[config.mk]
export PLATFORM = sky130hd
export DESIGN_NAME = lifo_frame_reverser
export DESIGN_NICKNAME = d
export VERILOG_FILES = /design/src/rtl/lifo_frame_reverser.sv
export SDC_FILE = /design/constraint.sdc
export NUM_CORES = 1
export LEC_CHECK = 0
export CORE_AREA = 2 2 48 50
export CTS_BUF_LIST = sky130_fd_sc_hd__clkbuf_4
export DETAILED_ROUTE_END_ITERATION = 8
export DIE_AREA = 0 0 50 52
export DONT_BUFFER_PORTS = 1
export MAX_ROUTING_LAYER = met4
export PLACE_DENSITY = 0.59
export SLEW_MARGIN = 10
export SYNTH_ARGS = -nofsm -noshare
export SYNTH_HDL_FRONTEND = slang
export SYNTH_SLANG_ARGS = --single-unit
[constraint.sdc]
create_clock -name clock -period 2 [get_ports clock]
set_input_delay 0.5 -clock clock [delete_from_list [all_inputs] [get_ports clock]]
set_output_delay 0.5 -clock clock [all_outputs]
set_load 0.02 [all_outputs]
[src/rtl/lifo_frame_reverser.sv]
// lifo_frame_reverser: pushes framed bytes into an external LIFO and drains them reversed,
// one DEPTH-sized chunk at a time, with valid/ready on both sides.
module lifo_frame_reverser #(
    parameter int DW    = 8,
    parameter int DEPTH = 8,
    parameter int CW    = 4
) (
    input  logic          clock,
    input  logic          reset,
    input  logic [DW-1:0] in_data,
    input  logic          in_valid,
    input  logic          in_last,
    output logic          in_ready,
    output logic [DW-1:0] out_data,
    output logic          out_valid,
    output logic          out_last,
    input  logic          out_ready,
    output logic          lifo_wn,
    output logic          lifo_rn,
    output logic [DW-1:0] lifo_din,
    input  logic [DW-1:0] lifo_dout,
    input  logic          lifo_full,
    input  logic          lifo_empty,
    output logic          busy,
    output logic          err
);
    typedef enum logic [1:0] {FILL, POP, WAIT, HOLD} state_t;

    state_t        r_state, w_next;
    logic [CW-1:0] r_cnt;
    logic          r_last_seen, r_rn, r_err, r_out_valid, r_out_last;
    logic [DW-1:0] r_out_data;
    logic          w_accept, w_push, w_pop_err, w_out_hs;

    assign in_ready  = (r_state == FILL) && (r_cnt < CW'(DEPTH));
    assign w_accept  = in_valid && in_ready;
    assign w_push    = w_accept && !lifo_full;
    assign w_pop_err = (r_state == POP) && lifo_empty;
    assign w_out_hs  = (r_state == HOLD) && r_out_valid && out_ready;
    assign lifo_wn   = w_push;
    assign lifo_din  = w_push ? in_data : '0;
    // The pop strobe is registered; an empty stack only masks it.
    assign lifo_rn   = r_rn && !lifo_empty;
    assign out_data  = r_out_data;
    assign out_valid = r_out_valid;
    assign out_last  = r_out_last;
    assign err       = r_err;
    assign busy      = (r_state != FILL) || (r_cnt != '0);

    always_comb begin
        w_next = r_state;
        unique case (r_state)
            FILL: if (w_push && (in_last || (r_cnt + CW'(1)) == CW'(DEPTH))) w_next = POP;
            POP:  w_next = lifo_empty ? FILL : WAIT;
            WAIT: w_next = HOLD;
            HOLD: if (w_out_hs) w_next = (r_cnt == CW'(1)) ? FILL : POP;
        endcase
    end

    always_ff @(posedge clock) begin
        if (reset) begin
            r_state     <= FILL;
            r_cnt       <= '0;
            r_last_seen <= 1'b0;
            r_rn        <= 1'b0;
            r_err       <= 1'b0;
            r_out_data  <= '0;
            r_out_valid <= 1'b0;
            r_out_last  <= 1'b0;
        end else begin
            r_state <= w_next;
            r_rn    <= (w_next == POP);
            if ((w_accept && lifo_full) || w_pop_err) r_err <= 1'b1;
            if (w_push) begin
                r_cnt       <= r_cnt + CW'(1);
                r_last_seen <= in_last;
            end
            if (w_pop_err) begin
                r_cnt       <= '0;
                r_last_seen <= 1'b0;
            end
            if (r_state == WAIT) begin
                r_out_data  <= lifo_dout;
                r_out_valid <= 1'b1;
                r_out_last  <= r_last_seen && (r_cnt == CW'(1));
            end
            if (w_out_hs) begin
                r_out_valid <= 1'b0;
                r_out_last  <= 1'b0;
                r_cnt       <= r_cnt - CW'(1);
                if (r_cnt == CW'(1)) r_last_seen <= 1'b0;
            end
        end
    end
endmodule

==> key figures <==
Status
  – Status: finished, final reports clean

Timing
  – TNS Setup: 0 ns
  – Final Max Tran Viols: 0
  – Max frequency: about 530 MHz
  – RSZ-0062 raised after global routing: false
  – Final Hold Viols: 0
  – Final min period: roughly 1.9 ns
  – Final Setup Violations: 0
  – Worst clock skew: roughly 0.0033 ns
  – Final worst-path cycle share: 0.949
  – Relative slew margins: 0.642
  – Worst slew pin tran: between 0.5 and 0.6 ns

Logic synthesis
  – Synth warnings: 0
  – Primary FF master, synth: dfxtp_1
  – Sequential area share after synthesis: 0.379
  – Synthesized Nets: 139
  – Post-synth EDFFs: 0
  – Synthesized area: ~1000 um2
  – Syn_area_per_cell: 8.97 um2
  – Synth area leaders: dfxtp_1 38%, nand2_1 7.1%, a21oi_1 5.5%
  – Synth area leader: dfxtp_1
  – Post-synth top cells: 19 x dfxtp_1, 19 x nand2_1, 11 x a21oi_1
  – Yosys reg bits: 19
  – Synth top area share: 0.379
  – Synth Instances: 112
  – Synth async-reset ratio: 0
  – Unique masters post-synth: 40

Min path
  – Critical hold path startpoint: reset
  – Hold path endpoint: r_state[0]
  – Hold depth: 1
  – Min-Delay Path Class: input port to flip-flop

Flow run
  – MaxCap Viol Count: 0

Clocking
  – Clock transition at path regs: ~0.10 ns
  – TritonCTS buffer count: 3
  – Clock Tree Buf Depth: 2
  – Clk Tree Root Cell: clkbuf_4
  – Clock sink count: 19
  – CTS H-tree depth: 1
  – Clock Latency Late Sink: 0.29 ns
  – TritonCTS clock tree: done
  – Setup bufs post-CTS: 0

Floorplanning
  – Die area: 2600 um2
  – Die width: around 50 um
  – Num rows: 17
  – Die Height: approximately 52 um
  – Core area: roughly 2100 um2
  – Initial cell density of the core: 0.477
  – I/O pin total: 46

Setup path
  – Worst path arrival time: around 1.4 ns
  – Reg2Reg Capture Point: r_rn
  – Slowest cell on the critical path: dfxtp_2
  – CP Max Fanout: 18
  – Required time of the critical path: roughly 1.5 ns
  – CP max stage delay: roughly 0.37 ns
  – Buf/Inv on CP: 1
  – CP top delay family: simple AND/OR/NAND/NOR gates
  – R2R Setup Slk: between 0.4 and 0.5 ns
  – Critical Path Sink Type: primary output
  – FF-to-FF Start: r_state[1]
  – Reg2Reg Depth: 4
  – CP Cell Sequence: nor3_4 > nand3b_4 > clkinv_8 > and2_2
  – Crit start category: flip-flop
  – Setup CP Type: flip-flop to primary output

GRT
  – GRT overflow: 0
  – Largest net degree at the start of global routing: 19
  – Vias in the first global route: ~700
  – Initial antenna violation count: 0
  – Global Route Usage Sum: 0.157
  – First-pass GRT wire length: between 3000 and 4000 um

Detailed routing
  – WL/cell: between 10 and 15 um
  – Vias: approximately 780
  – ANT nets after route: 0
  – Routed wire length: around 2000 um
  – Vias/cell: 5.55
  – # DRC: 0
  – DR iter-0 viols: 13
  – DRT Pass-1 Iters: 4

Power
  – Switching part of the total: 0.264
  – Power Dens Cells: between 600 and 700 nW/um2
  – Comb power frac: 0.131
  – Clock share of power: 0.293
  – Pint: between 500 and 600 uW
  – Sw power: 186 uW
  – VDD IR max: 0.397 mV
  – Sequential power share: 0.576
  – P_leak: slightly above 0.4 nW

Finish
  – Non-Filler Instances: between 100 and 150
  – Fraction of layout cells with a size suffix above 1: 0.241
  – Final Util: 0.507
  – Area grow syn2layout: 6.35%
  – Diode count: 0
  – NumNets Final: 140

Placement
  – Gpl congestion: between 0.7 and 0.8
  – Port Buffer Count: 0
  – Dpl cells: between 100 and 150
  – DP HPWL: ~1400 um
==> cell type report <==
class	instances	area [um2]
timing repair buffer	3	22.5
fill	202	1040
inverter	4	27.5
tap	28	35.0
multi-input combinational	82	571
sequential	19	383
clock buffer	4	30.0
==> logic make-up (layout without fill, tap and decap cells) <==
kind of cell             after synthesis  in the layout  share of synthesized area
flip-flops                            19             19                      0.379
AND/OR/NAND/NOR                       51             51                      0.291
buffers and inverters                 11             11                     0.0635
AO/OA/AOI/OAI                         24             24                      0.183
multiplexers                           2              2                     0.0249
adder cells (fa/ha/maj)                4              4                     0.0498
XOR/XNOR                               1              1                    0.00872
==> per-layer routing <==
layer	vias to the layer above	track usage	part of all wire
li1	389	-	-
met1	347	0.167	0.40
met2	39	0.294	0.51
met3	2	0.0345	0.082
met4	0	0.0417	0.0076
met5	-	-	0
==> placed cells by master (no fill, tap or decap), types with 4 or more instances in the layout <==
cell and n:
dfxtp_1 17, ha_1 4, clkbuf_4 4, nand2_1 19, and2_2 8, nor2_1 4
a21oi_1 11
==> state kept, by name, indices dropped and copies added (netlist names) <==
register	flops
out_data	8
out_last	1
r_cnt	4
r_state	2
r_rn	1
out_valid	1
err	1
r_last_seen	1
==> power groups by stage <==
stage | Clock [mW] | Sequential, mW | Combinational [mW]
after floorplan | 0 | 0.413 | 0.0812
after global placement | 0 | 0.414 | 0.0874
final | 0.207 | 0.406 | 0.0924
after CTS | 0.215 | 0.406 | 0.0914
after global routing | 0.236 | 0.408 | 0.101
after detailed placement | 0 | 0.414 | 0.0885
==> timing repair <==
action,4_1_cts,5_1_grt
hold buffers,0,0
endpoints found under the setup margin,8,8
endpoints found under the hold margin,0,0
pin swaps,0,1
resized for setup,9,4
==> stage by stage <==
| step | worst slack [ns] | instance area (um2) | total power, mW | hold WS [ns] |
|---|---|---|---|---|
| 4_1_cts | 0.0232 | 1060 | 0.712 | 0.246 |
| 3_3_place_gp | 0.316 | 1020 | 0.502 | 0.465 |
| 6_report | 0.103 | 1070 | 0.705 | 0.255 |
| 5_1_grt | 0.00839 | 1070 | 0.745 | 0.229 |
| 3_5_place_dp | 0.286 | 1020 | 0.503 | 0.470 |
| 2_1_floorplan | 0.0941 | 1000 | 0.494 | 0.451 |
==> worst max path at each step <==
stage          cells past startpoint       start  slack, ns          end
4_1_cts                            4    r_cnt[3]       0.02  lifo_din[5]
5_1_grt                            4  r_state[0]      0.008  lifo_din[5]
3_5_place_dp                       4    r_cnt[3]       0.29  lifo_din[5]
6_report                           4  r_state[0]       0.10  lifo_din[5]
2_1_floorplan                      5    r_cnt[3]       0.09  lifo_din[0]
3_3_place_gp                       4    r_cnt[3]       0.32  lifo_din[2]
No activity file was read; power rests on OpenSTA's default activity.
